$ cat src/rtl/axi4lite_regfile_slave.sv
// rtl/axi4lite_regfile_slave.sv - AXI4-Lite slave with byte-strobed register file, RO status slots and range errors
//
// Ports:
//   ACLK, ARESETn                      clock, asynchronous active-low reset
//   AWADDR/AWVALID/AWREADY             write address channel
//   WDATA/WSTRB/WVALID/WREADY          write data channel
//   BRESP/BVALID/BREADY                write response channel
//   ARADDR/ARVALID/ARREADY             read address channel
//   RDATA/RRESP/RVALID/RREADY          read data channel
//   reg_out                            flat register contents, slot i at [i*DATA_WIDTH +: DATA_WIDTH]
//   status_in                          values returned by reads of read-only slots
//   reg_wr_pulse                       one-cycle pulse per register on a committed write

module axi4lite_regfile_slave #(
    parameter int                 DATA_WIDTH = 32,
    parameter int                 ADDR_WIDTH = 8,
    parameter int                 NUM_REGS   = 16,
    parameter logic [NUM_REGS-1:0] RO_MASK   = {NUM_REGS{1'b0}}
) (
    input  logic                           ACLK,
    input  logic                           ARESETn,
    input  logic [ADDR_WIDTH-1:0]          AWADDR,
    input  logic                           AWVALID,
    output logic                           AWREADY,
    input  logic [DATA_WIDTH-1:0]          WDATA,
    input  logic [DATA_WIDTH/8-1:0]        WSTRB,
    input  logic                           WVALID,
    output logic                           WREADY,
    output logic [1:0]                     BRESP,
    output logic                           BVALID,
    input  logic                           BREADY,
    input  logic [ADDR_WIDTH-1:0]          ARADDR,
    input  logic                           ARVALID,
    output logic                           ARREADY,
    output logic [DATA_WIDTH-1:0]          RDATA,
    output logic [1:0]                     RRESP,
    output logic                           RVALID,
    input  logic                           RREADY,
    output logic [NUM_REGS*DATA_WIDTH-1:0] reg_out,
    input  logic [NUM_REGS*DATA_WIDTH-1:0] status_in,
    output logic [NUM_REGS-1:0]            reg_wr_pulse
);

    localparam int STRB_W = DATA_WIDTH / 8;
    localparam int OFF_W  = $clog2(STRB_W);
    localparam int IDX_W  = ADDR_WIDTH - OFF_W;

    localparam logic [1:0] RESP_OKAY   = 2'b00;
    localparam logic [1:0] RESP_SLVERR = 2'b10;

    typedef enum logic {W_IDLE = 1'b0, W_RESP = 1'b1} wstate_t;
    typedef enum logic {R_IDLE = 1'b0, R_RESP = 1'b1} rstate_t;

    wstate_t r_wstate, w_wstate_nxt;
    rstate_t r_rstate, w_rstate_nxt;

    logic [DATA_WIDTH-1:0] r_regs [NUM_REGS];

    // Write capture: each channel is held independently until its partner arrives
    logic              r_aw_held;
    logic              r_w_held;
    logic [IDX_W-1:0]  r_aw_idx;
    logic [DATA_WIDTH-1:0] r_wdata;
    logic [STRB_W-1:0] r_wstrb;
    logic [1:0]        r_bresp;
    logic [NUM_REGS-1:0] r_wr_pulse;

    logic [DATA_WIDTH-1:0] r_rdata;
    logic [1:0]            r_rresp;

    logic                  w_awready;
    logic                  w_wready;
    logic                  w_aw_hs;
    logic                  w_w_hs;
    logic                  w_ar_hs;
    logic                  w_commit;
    logic [IDX_W-1:0]      w_aw_idx;
    logic [DATA_WIDTH-1:0] w_wdata;
    logic [STRB_W-1:0]     w_wstrb;
    logic [NUM_REGS-1:0]   w_wr_sel;
    logic                  w_wr_ok;
    logic [IDX_W-1:0]      w_ar_idx;
    logic                  w_rd_hit;
    logic [DATA_WIDTH-1:0] w_rd_val;

    // Byte-offset bits and status slices of RW slots carry no information here
    logic w_unused_bits;
    assign w_unused_bits = ^{AWADDR[OFF_W-1:0], ARADDR[OFF_W-1:0], status_in};

    assign w_awready = (r_wstate == W_IDLE) && !r_aw_held;
    assign w_wready  = (r_wstate == W_IDLE) && !r_w_held;
    assign w_aw_hs   = AWVALID && w_awready;
    assign w_w_hs    = WVALID && w_wready;
    assign w_ar_hs   = ARVALID && (r_rstate == R_IDLE);

    // A channel completing on this edge is used directly, so commit can coincide with the last handshake
    assign w_commit  = (r_aw_held || w_aw_hs) && (r_w_held || w_w_hs);
    assign w_aw_idx  = r_aw_held ? r_aw_idx : AWADDR[ADDR_WIDTH-1:OFF_W];
    assign w_wdata   = r_w_held  ? r_wdata  : WDATA;
    assign w_wstrb   = r_w_held  ? r_wstrb  : WSTRB;
    assign w_ar_idx  = ARADDR[ADDR_WIDTH-1:OFF_W];

    // One-hot write target; stays all-zero for out-of-range or read-only addresses
    always_comb begin
        w_wr_sel = '0;
        for (int i = 0; i < NUM_REGS; i++) begin
            w_wr_sel[i] = (w_aw_idx == IDX_W'(i)) && !RO_MASK[i];
        end
    end
    assign w_wr_ok = |w_wr_sel;

    always_comb begin
        w_rd_hit = 1'b0;
        w_rd_val = '0;
        for (int i = 0; i < NUM_REGS; i++) begin
            if (w_ar_idx == IDX_W'(i)) begin
                w_rd_hit = 1'b1;
                w_rd_val = RO_MASK[i] ? status_in[i*DATA_WIDTH +: DATA_WIDTH] : r_regs[i];
            end
        end
    end

    always_comb begin
        w_wstate_nxt = r_wstate;
        case (r_wstate)
            W_IDLE: if (w_commit) w_wstate_nxt = W_RESP;
            W_RESP: if (BREADY)   w_wstate_nxt = W_IDLE;
        endcase
    end

    always_comb begin
        w_rstate_nxt = r_rstate;
        case (r_rstate)
            R_IDLE: if (ARVALID) w_rstate_nxt = R_RESP;
            R_RESP: if (RREADY)  w_rstate_nxt = R_IDLE;
        endcase
    end

    always_ff @(posedge ACLK or negedge ARESETn) begin
        if (!ARESETn) begin
            r_wstate <= W_IDLE;
            r_rstate <= R_IDLE;
        end else begin
            r_wstate <= w_wstate_nxt;
            r_rstate <= w_rstate_nxt;
        end
    end

    always_ff @(posedge ACLK or negedge ARESETn) begin
        if (!ARESETn) begin
            r_aw_held  <= 1'b0;
            r_w_held   <= 1'b0;
            r_aw_idx   <= '0;
            r_wdata    <= '0;
            r_wstrb    <= '0;
            r_bresp    <= RESP_OKAY;
            r_wr_pulse <= '0;
        end else begin
            r_wr_pulse <= w_commit ? w_wr_sel : '0;
            if (w_commit) begin
                r_aw_held <= 1'b0;
                r_w_held  <= 1'b0;
                r_bresp   <= w_wr_ok ? RESP_OKAY : RESP_SLVERR;
            end else begin
                if (w_aw_hs) begin
                    r_aw_held <= 1'b1;
                    r_aw_idx  <= AWADDR[ADDR_WIDTH-1:OFF_W];
                end
                if (w_w_hs) begin
                    r_w_held <= 1'b1;
                    r_wdata  <= WDATA;
                    r_wstrb  <= WSTRB;
                end
            end
        end
    end

    always_ff @(posedge ACLK or negedge ARESETn) begin
        if (!ARESETn) begin
            for (int i = 0; i < NUM_REGS; i++) begin
                r_regs[i] <= '0;
            end
        end else if (w_commit) begin
            for (int i = 0; i < NUM_REGS; i++) begin
                for (int k = 0; k < STRB_W; k++) begin
                    if (w_wr_sel[i] && w_wstrb[k]) begin
                        r_regs[i][k*8 +: 8] <= w_wdata[k*8 +: 8];
                    end
                end
            end
        end
    end

    // Read data is sampled from the pre-commit register value on a coincident write
    always_ff @(posedge ACLK or negedge ARESETn) begin
        if (!ARESETn) begin
            r_rdata <= '0;
            r_rresp <= RESP_OKAY;
        end else if (w_ar_hs) begin
            r_rdata <= w_rd_val;
            r_rresp <= w_rd_hit ? RESP_OKAY : RESP_SLVERR;
        end
    end

    for (genvar g = 0; g < NUM_REGS; g++) begin : g_reg_out
        assign reg_out[g*DATA_WIDTH +: DATA_WIDTH] = RO_MASK[g] ? '0 : r_regs[g];
    end

    assign AWREADY      = w_awready;
    assign WREADY       = w_wready;
    assign BVALID       = (r_wstate == W_RESP);
    assign BRESP        = r_bresp;
    assign ARREADY      = (r_rstate == R_IDLE);
    assign RVALID       = (r_rstate == R_RESP);
    assign RDATA        = r_rdata;
    assign RRESP        = r_rresp;
    assign reg_wr_pulse = r_wr_pulse;

endmodule

$ cat config.mk
export PLATFORM = sky130hd
export DESIGN_NAME = axi4lite_regfile_slave
export DESIGN_NICKNAME = d
export VERILOG_FILES = /design/src/rtl/axi4lite_regfile_slave.sv
export SDC_FILE = /design/constraint.sdc
export NUM_CORES = 1
export LEC_CHECK = 0
export ABC_CLOCK_PERIOD_IN_PS = 3140
export BUFFER_PORTS_ARGS = -buffer_cell sky130_fd_sc_hd__buf_2
export CORE_AREA = 2 2 443 445
export DETAILED_ROUTE_END_ITERATION = 6
export DIE_AREA = 0 0 445 447
export HOLD_SLACK_MARGIN = 0.08
export SETUP_SLACK_MARGIN = 0.5
export SYNTH_ARGS = -nofsm -noshare
export SYNTH_HDL_FRONTEND = slang
export SYNTH_SLANG_ARGS = --single-unit
$ cat constraint.sdc
create_clock -name ACLK -period 3.14 [get_ports ACLK]
set_input_delay 0 -clock ACLK [delete_from_list [all_inputs] [get_ports ACLK]]
set_output_delay 0 -clock ACLK [all_outputs]
set_load 0.1 [all_outputs]
# After elaboration in Yosys (flattened, before gate mapping)
# Index checks and enable logic that the tools add are counted.
# W data, S select, Z words.
[totals]
reg_bits = 610
latchBits = 0
ramBits = 0
rom_bits = 0
input_bits = 571
output_inout_bits = 569
word_cells = 301
mem_count = 0
[op_classes]
n_addsub = 0
multipliers = 0
div = 0
magnitude_cmp = 0
eq_ne = 30
n_shift = 0
n_mux = 48
bitwise_logic = 3
reduce_logical = 145
[op_table]
columns = ["op", "n"]
rows = [
  ["$mux W32", 17],
  ["$reduce_and A2 Y1", 66],
  ["$eq A6 B4 Y1 const B", 16],
  ["$logic_and A1 B1 Y1", 70],
  ["$eq A6 B3 Y1 const B", 8],
  ["$eq A6 B2 Y1 const B", 4],
  ["$mux W1", 24],
  ["$mux W16", 1],
  ["$reduce_or A16 Y1", 1],
  ["$eq A6 B1 Y1 const B", 2],
  ["$logic_not A6 Y1", 2],
  ["$mux W6", 1],
  ["$mux W2", 2],
  ["$mux W4", 1],
  ["$pmux W1 S2", 2],
  ["$reduce_bool A2 Y1", 2],
  ["$not A1 Y1", 3],
  ["$logic_not A1 Y1", 2],
  ["$logic_or A1 B1 Y1", 2],
]

# Depth between registers and ports, before layout
# Gate-level depths: netlist (run 1).
[logic_depth]
ltp_word = 18
mapped_depth = 9
mapped_depth_nobuf = 5

# Least setup slack after synthesis (run 1)
# Ideal clock, no wire load.
[synth_timing]
path_type = "flip-flop to flip-flop"
start = "register r_wstate, in the netlist BVALID"
end = "register r_regs, in the netlist reg_out[24]"
setup_ps = 126
t_arrival_ps = 2357
t_required_ps = 3014
path_slack_ps = 657
stages_incl_launch_ff = 7
path_buffers = 1
synth_period_minus_slack_ps = 2483
cell_sequence = "dfrtp_1 a21bo_2 o211ai_1 or3_1 buf_6 nor2_8 mux2_2"
[synth_via]
elab_chain_len = 6
elab_cells_between_ends = 9
cone_classes = "bitwise: 1; reduce/logical: 8"
[synth_rtl]
columns = ["element", "line", "source"]
rows = [
  ["from (decl)", "54", "wstate_t r_wstate, w_wstate_nxt;"],
  ["from (signal assigned)", "144", "r_wstate <= w_wstate_nxt;"],
  ["$not A1 Y1 *", "-", ""],
  ["$logic_and A1 B1 Y1, on equally long branches", "90, 91", ""],
  ["$logic_and A1 B1 Y1, on equally long branches", "92, 93", ""],
  ["$logic_or A1 B1 Y1", "97", "assign w_commit = (r_aw_held || w_aw_hs) && (r_w_held || w_w_hs);"],
  ["$logic_and A1 B1 Y1 *", "97", ""],
  ["$reduce_and A2 Y1 (no source line) *", "-", ""],
  ["to (signal, indexed assignment)", "187", "r_regs[i][k*8 +: 8] <= w_wdata[k*8 +: 8];"],
  ["to (decl)", "57", "logic [DATA_WIDTH-1:0] r_regs [NUM_REGS];"],
]
# Mark *: on every way between the ends. The rest lies on a longest branch, timed or not.
# A chain may end at the register's enable or synchronous reset.

# Final worst setup path (run 1)
[layout_timing]
start = "register r_aw_held"
end = "register r_regs, in the netlist reg_out[457]"
[layout_via]
elab_chain_len = 6
elab_cells_between_ends = 9
cone_classes = "eq/ne: 1; mux: 1; reduce/logical: 7"
[layout_rtl]
columns = ["element", "line", "source"]
rows = [
  ["from (decl)", "60", "logic r_aw_held;"],
  ["from (signal assigned)", "151", "r_aw_held <= 1'b0;"],
  ["from (signal assigned)", "161", "r_aw_held <= 1'b0;"],
  ["from (signal assigned)", "166", "r_aw_held <= 1'b1;"],
  ["branches (longest 5 deep; another with $mux W6)", "-", ""],
  ["$reduce_and A2 Y1 (no source line) *", "-", ""],
]
# Mark *: on every way between the ends.

==> impl_metrics.ini, run 1 <==
[outcome]
status = finished clean

[drt]
drc = 0
wl_per_cell_um = 30.0
drt_iter0_markers = 2308
ant_nets = 0
routed_wl_mm = 166
routed-via-count = 23500
viasPerCell = 4.25
dr.pass1.iters = 6

[clock_network]
root_buffer = clkbuf_16
clk_latency_ns = 0.68
cts_made_buffers = 72
clkTransAtPathRegs_ns = 0.06
cts.sinks = 608
htreeDepth = 3
cts_tree = done
clk_path_buf_depth = 3

[yosys]
ys_ff_latch = 608
synth_area_leaders = dfrtp_1 53%, mux2_2 23%, mux4_2 3.1%
synth_cell_type_count = 86
synth_top_cell_area_share_pct = 53.4
synth.most_common_cell = dfrtp_1
synth-xor-area-share_pct = 0.0307
synth_commonest_cells = 608 x dfrtp_1, 581 x mux2_2, 72 x clkbuf_1
synth_top_family_by_area = multiplexers
synth_fa_ha_area_share_pct = 0
async_flop_share_pct = 100
synth_compound_area_share_pct = 9.47
ys_seq_area_share_pct = 53.4
yosys.area_share.simple_pct = 6.36
syn_area_sq_mm = 0.0285
avgSynthCellArea_sq_um = 13.5
yosysWarnings = 0
muxShareOfSynthArea_pct = 28.4
synth_top_area_cell = dfrtp_1
synth_ff_type = dfrtp_1
synth_edf_count = 0
syn_inst = 2118

[worst_setup_path]
r2r_slack_ns = 0.48
crit_type = reg2reg
crit_slowest_cell = dfrtp_2
cp-startpoint = r_aw_held$_DFFE_PN0P_
crit_required_ns = 3.69
endpoint_kind = flip-flop
rr_startpoint = r_aw_held$_DFFE_PN0P_
endpoint = reg_out[457]$_DFFE_PN0P_
slowest_delay_ns = 0.49
reg2reg_depth = 8
start_kind = flip-flop
r2r-end = reg_out[457]$_DFFE_PN0P_
cp_cell_sequence = buf_12, mux2_2, o211ai_1, buf_4, nor2_2, buf_4, nand2_2, mux2_2
crit_arrival_ns = 3.21
cp_max_fo = 12

[cells_and_area]
areaGrowthSynthToFinish_pct = 38.4
nets = 3496
fill_cells = 20900
fin_area_sq_mm = 0.0395
drive_gt1_share_pct = 54.0

[sta]
rsz0062_at_grt = yes
fin_crit_ns = 2.66
finalSetupViolations = 0
period_share_pct = 84.7
slew_headroom_pct = 21.2
hold_ws_ns = 0.149
max_slew.worst_pin.slew_ns = 1.15
max_freq_ghz = 0.376
report.final.slew_viol_count = 0
setup_slack_ns = 0.480
fin_setup_tns_ns = 0
clock_skew_ns = 0.0263
finalHoldViolCount = 0

[place]
placed_area_sq_mm = 0.0355
gp_congestion = 0.861
portBuffers = 621
place_hpwl_mm = 125
place_ws_ns = -0.0173

[power]
power_density_mw_per_mm2 = 1140
leakage_uw = 0.0194
vdd_drop_max_mv = 0.753

[die]
dieArea_sq_mm = 0.199
num_io_pins = 1140
die_h_um = 447
die_x_um = 445
fp-row-count = 162
initial_utilization_pct = 14.7
coreArea_sq_mm = 0.194

[global_routing]
globalRouteMet2Util_pct = 29.0
use_met3_pct = 3.36
use_met1_pct = 16.8
grt_pass1_vias = 23300
grt_pass1_wl_mm = 216
antenna_found_initial = 11
grt_max_degree = 96
grt_usage_pct = 16.1
grt_remaining_overflow = 0
grt_most_used_layer = met2

[hold_path]
holdCritPathClass = in2reg

[job]
cap_violations = 0
worst max-delay path, delay by kind of cell, from the launching register on:
| kind | cells | cell delay [ns] |
|---|---|---|
| AND/OR/NAND/NOR | 2 | 0.51 |
| flip-flops | 1 | 0.49 |
| AO/OA/AOI/OAI | 1 | 0.13 |
| multiplexers | 2 | 0.75 |
| buffers and inverters | 3 | 0.63 |
final cells by class:
cell class              instances  area, sq um  area share [%]
clock inverters                25          390           0.989
diodes                          7         17.5          0.0444
repair buffers                875         5660            14.3
inverters                       8         30.0          0.0761
flip-flops and latches        608        15200            38.6
well taps                    2542         3180            8.06
clock buffers                 101         2100            5.33
multi-input cells            1360        12900            32.6
through the flow:
stage | instances | utilization, % | power (uW)
2_1_floorplan | 2119 | - | 29900
3_3_place_gp | 5274 | 18.3 | 35400
3_5_place_dp | 5274 | 18.3 | 35600
4_1_cts | 5515 | 20.3 | 45100
5_1_grt | 5522 | 20.3 | 46200
6_report | 5526 | 20.3 | 45000
flip-flops by register name, summed over array words and instances (netlist names):
signal,cells
RRESP,1
reg_wr_pulse,16
BVALID,1
r_aw_held,1
RVALID,1
r_w_held,1
BRESP,1
r_aw_idx,6
r_wdata,32
r_wstrb,4
reg_out,512
RDATA,32
layer usage:
layer | part of all wire (%) | up-vias
li1 | - | 9594
met1 | 34 | 12300
met2 | 52 | 1205
met3 | 6.2 | 366
met4 | 7.6 | 2
met5 | 0.0066 | -
cell families (layout without fill, tap and decap cells):
group           Yosys count  after routing
xor+xnor                  1              1
compound gates          365            365
other cells               1              9
flops                   608            608
buf+inv                 151           1009
simple gates            307            307
mux                     685            685
repair_timing:
item                        CTS  global route
hold buffers                105             0
pin swaps                     4             1
setup endpoints to repair   311            90
hold endpoints to repair   1140             0
gates resized for setup      25             6
buffers inserted             10             4
worst min path at each step:
stage                     slack [ns]                       end  cells after the start       from
final                           0.15    r_wdata[8]$_DFFE_PN0P_                      3   WDATA[8]
after global routing            0.13    r_wdata[8]$_DFFE_PN0P_                      3   WDATA[8]
after CTS                        0.1   r_wdata[11]$_DFFE_PN0P_                      3  WDATA[11]
after detailed placement        0.07  reg_out[126]$_DFFE_PN0P_                      1    ARESETn
after global placement          0.05   r_wdata[30]$_DFFE_PN0P_                      1    ARESETn
after floorplan                -0.30      BRESP[1]$_DFFE_PN0P_                      0    ARESETn
cell usage in the layout, fill, tap and decap left out, types with 12 or more instances in the layout:
master / netlist / layout
clkbuf_16: 0 / 74
mux2_2: 581 / 581
a221oi_1: 17 / 17
nand2_1: 71 / 70
mux4_2: 39 / 39
buf_12: 0 / 26
nand2_4: 8 / 21
nor3_1: 26 / 26
buf_2: 50 / 618
a221o_1: 17 / 17
nor2b_1: 20 / 17
buf_4: 7 / 119
nor2_4: 10 / 19
a22o_1: 18 / 18
mux2_1: 19 / 19
nor2_1: 68 / 62
o21ai_0: 68 / 67
o22a_1: 12 / 12
a2bb2oi_1: 18 / 18
o2bb2ai_1: 12 / 12
a22oi_1: 29 / 29
dlygate4sd3_1: 0 / 104
mux2i_1: 46 / 45
a222oi_1: 12 / 12
clkbuf_8: 0 / 15
dfrtp_1: 608 / 606
o22ai_1: 15 / 15
a21oi_1: 48 / 48
clkbuf_1: 72 / 12
report_power, final:
part           leakage, uW  internal [uW]  total (uW)  switching (uW)
Sequential         0.00826          10000       11900            1850
Combinational      0.00997           4310       24100           19800
Clock              0.00122           5290        8970            3690
Total               0.0194          19600       45000           25300
No activity file was read; power rests on OpenSTA's default activity.
==> inputs of run 2 (changes only) <==
--- a/config.mk
+++ b/config.mk
@@ -5,11 +5,12 @@
 export SDC_FILE = /design/constraint.sdc
 export NUM_CORES = 1
 export LEC_CHECK = 0
-export ABC_CLOCK_PERIOD_IN_PS = 3140
+export ABC_AREA = 1
+export ABC_CLOCK_PERIOD_IN_PS = 2100
 export BUFFER_PORTS_ARGS = -buffer_cell sky130_fd_sc_hd__buf_2
-export CORE_AREA = 2 2 443 445
+export CORE_AREA = 2 2 447 449
 export DETAILED_ROUTE_END_ITERATION = 6
-export DIE_AREA = 0 0 445 447
+export DIE_AREA = 0 0 449 451
 export HOLD_SLACK_MARGIN = 0.08
 export SETUP_SLACK_MARGIN = 0.5
 export SYNTH_ARGS = -nofsm -noshare
==> constraint.sdc (replaced) <==
create_clock -name ACLK -period 2.1 [get_ports ACLK]
set_input_delay 0 -clock ACLK [delete_from_list [all_inputs] [get_ports ACLK]]
set_output_delay 0 -clock ACLK [all_outputs]
set_load 0.1 [all_outputs]
==> run 2 against run 1 <==
- the flow now finishes with violations (hold timing, setup timing)
- sequential cell count stayed put
- utilization rose by 0.59 points
- sequential share of layout area shrank 1.8 points
- design area rose by 5.0%
- count of clock-buffer cells in the layout increased by 4
- sequential power grew 55%
- area after synthesis fell by 4.0%
- highest routed layer unchanged
==> impl_metrics.ini, run 2 <==
[drt]
viasPerCell = 3.97
routed_wl_mm = 169
drc = 0
ant_nets = 0
drt_iter0_markers = 2316
routed-via-count = 27200
dr.pass1.iters = 5
wl_per_cell_um = 24.6

[hold_path]
holdCritPathClass = in2reg

[worst_setup_path]
endpoint_kind = flip-flop
crit_type = reg2reg
cp_cell_sequence = inv_2, or3_1, o31ai_1, buf_4, inv_2, nor2_2, inv_2, nor2_2, nand2_2, buf_4, nor2_4, buf_12, nand2_1, o21a_1
critPathTopFamily = simple AND/OR/NAND/NOR gates
slowest_delay_ns = 0.39
crit_slowest_cell = dfrtp_2
start_kind = flip-flop
crit_arrival_ns = 2.81
critPathMostFrequentCell = inv_2
r2r_slack_ns = -0.15
cp_max_fo = 8
worst-path-buf-inv = 6
crit_required_ns = 2.66

[sta]
rsz0062_at_grt = yes
finalHoldViolCount = 2
fin_crit_ns = 2.25
clock_skew_ns = 0.0345
max_freq_ghz = 0.444
hold_ws_ns = -0.123
finalSetupViolations = 343
period_share_pct = 107
setup_slack_ns = -0.151
fin_setup_tns_ns = -22.05
report.final.slew_viol_count = 0
max_slew.worst_pin.slew_ns = 0.936
slew_headroom_pct = 37.6

[place]
place_hpwl_mm = 133
dp_cells = 6607
placed_area_sq_mm = 0.0365
portBuffers = 621
gp_congestion = 0.923

[yosys]
synth_top_area_cell = dfrtp_1
yosysWarnings = 0
synth_commonest_cells = 1082 x nand2_1, 608 x dfrtp_1, 451 x o21ai_0
synth_edf_count = 0
synth_cell_type_count = 40
synth_top_cell_area_share_pct = 55.6
ys_ff_latch = 608
ys_seq_area_share_pct = 55.6
synth_ff_type = dfrtp_1
syn_inst = 3229
synth_area_leaders = dfrtp_1 56%, nand2_1 15%, o21ai_0 8.2%
async_flop_share_pct = 100
synth.most_common_cell = nand2_1
avgSynthCellArea_sq_um = 8.48
syn_area_sq_mm = 0.0274

[cells_and_area]
areaGrowthSynthToFinish_pct = 51.4
final_cell_mix = 998 x nand2_1, 620 x buf_2, 604 x dfrtp_1, 286 x o21ai_0, 211 x inv_1
fin_cells = 6861
drive_gt1_share_pct = 32.6
largest_reg_flops = 512
final_common_cell = nand2_1
postLayoutCoreUtil_pct = 20.9
nets = 4709
fin_area_sq_mm = 0.0414

[global_routing]
grt_max_degree = 64
grt_remaining_overflow = 0
antenna_found_initial = 20
grt_pass1_wl_mm = 224
grt_usage_pct = 16.0
grt_pass1_vias = 26200

[job]
cap_violations = 0

[clock_network]
root_buffer = clkbuf_16
cts_tree = done
htreeDepth = 3
clk_latency_ns = 0.70
clkTransAtPathRegs_ns = 0.06
clk_path_buf_depth = 3
cts_hold_buffers = 54
cts_made_buffers = 73
cts.sinks = 608

[die]
coreArea_sq_mm = 0.198
num_io_pins = 1140
die_x_um = 449
initial_utilization_pct = 13.8
die_h_um = 451
dieArea_sq_mm = 0.202
fp-row-count = 164

[outcome]
violations = hold timing, setup timing
status = complete, but fails checks

[power]
vdd_drop_max_mv = 1.22
leakage_uw = 0.0200
power_uw = 70800
power_density_mw_per_mm2 = 1710
-- run 2: cell type report --
class                           instances  area (sq um)
Antenna cell                           10          25.0
Clock buffer                          105          2130
Clock inverter                         27           449
Fill cell                           22000        157000
Inverter                              250          1010
Multi-Input combinational cell       2217         11700
Sequential cell                       608         15200
Tap cell                             2656          3320
Timing Repair Buffer                  988          7620
-- run 2: per-stage QoR --
stage	setup WS [ns]	hold WS, ns
after floorplan	-0.0262	-0.296
after global placement	-0.435	0.0868
after detailed placement	-0.405	0.0879
after CTS	-0.180	-0.182
after global routing	-0.355	-0.159
final	-0.151	-0.123
-- run 2: where the power goes --
group          switching [uW]  internal, uW  total (uW)
sequential               3150         15200       18400
clock                    5860          7930       13800
combinational           32900          5760       38600
-- run 2: worst register-to-register path, delay by kind of cell, from the launching register on --
family	cells	cell delay, ns
flip-flops	1	0.39
buffers and inverters	6	0.69
AO/OA/AOI/OAI	2	0.21
AND/OR/NAND/NOR	6	0.84
-- run 2: timing repair --
item | CTS | global route
cloned | 11 | 13
pin swaps | 21 | 34
buffers inserted | 17 | 17
hold endpoints to repair | 1049 | 2
gates resized for setup | 159 | 183
setup endpoints to repair | 870 | 846
-- run 2: logic make-up after synthesis --
family / count (synthesis) / synth area share (%)
buffers and inverters: 423 / 6.47
muxes: 19 / 0.727
AOI/OAI and AO/OA: 731 / 15.2
DFF: 608 / 55.6
other: 1 / 0.0137
and+or+nand+nor: 1447 / 22.0
-- run 2: per-layer routing --
metal	wire length [um]	GRT usage, %	vias to the layer above
met5	13	0	-
met4	13400	10.9	2
met3	12100	4.15	331
met2	85100	28.2	1079
met1	58000	16.5	13500
li1	-	-	12300
-- run 2: worst paths after layout --
path                                       start                       end  depth (start not counted)
max                        r_aw_held$_DFFE_PN0P_  reg_out[371]$_DFFE_PN0P_                         14
min                                       WVALID     r_aw_held$_DFFE_PN0P_                          4
max reg2reg                r_aw_held$_DFFE_PN0P_  reg_out[371]$_DFFE_PN0P_                         14
min reg2reg                RDATA[26]$_DFFE_PN0P_     RDATA[26]$_DFFE_PN0P_                          2
max in group asynchronous                ARESETn  reg_out[416]$_DFFE_PN0P_                          4
min in group asynchronous                ARESETn  reg_out[113]$_DFFE_PN0P_                          3
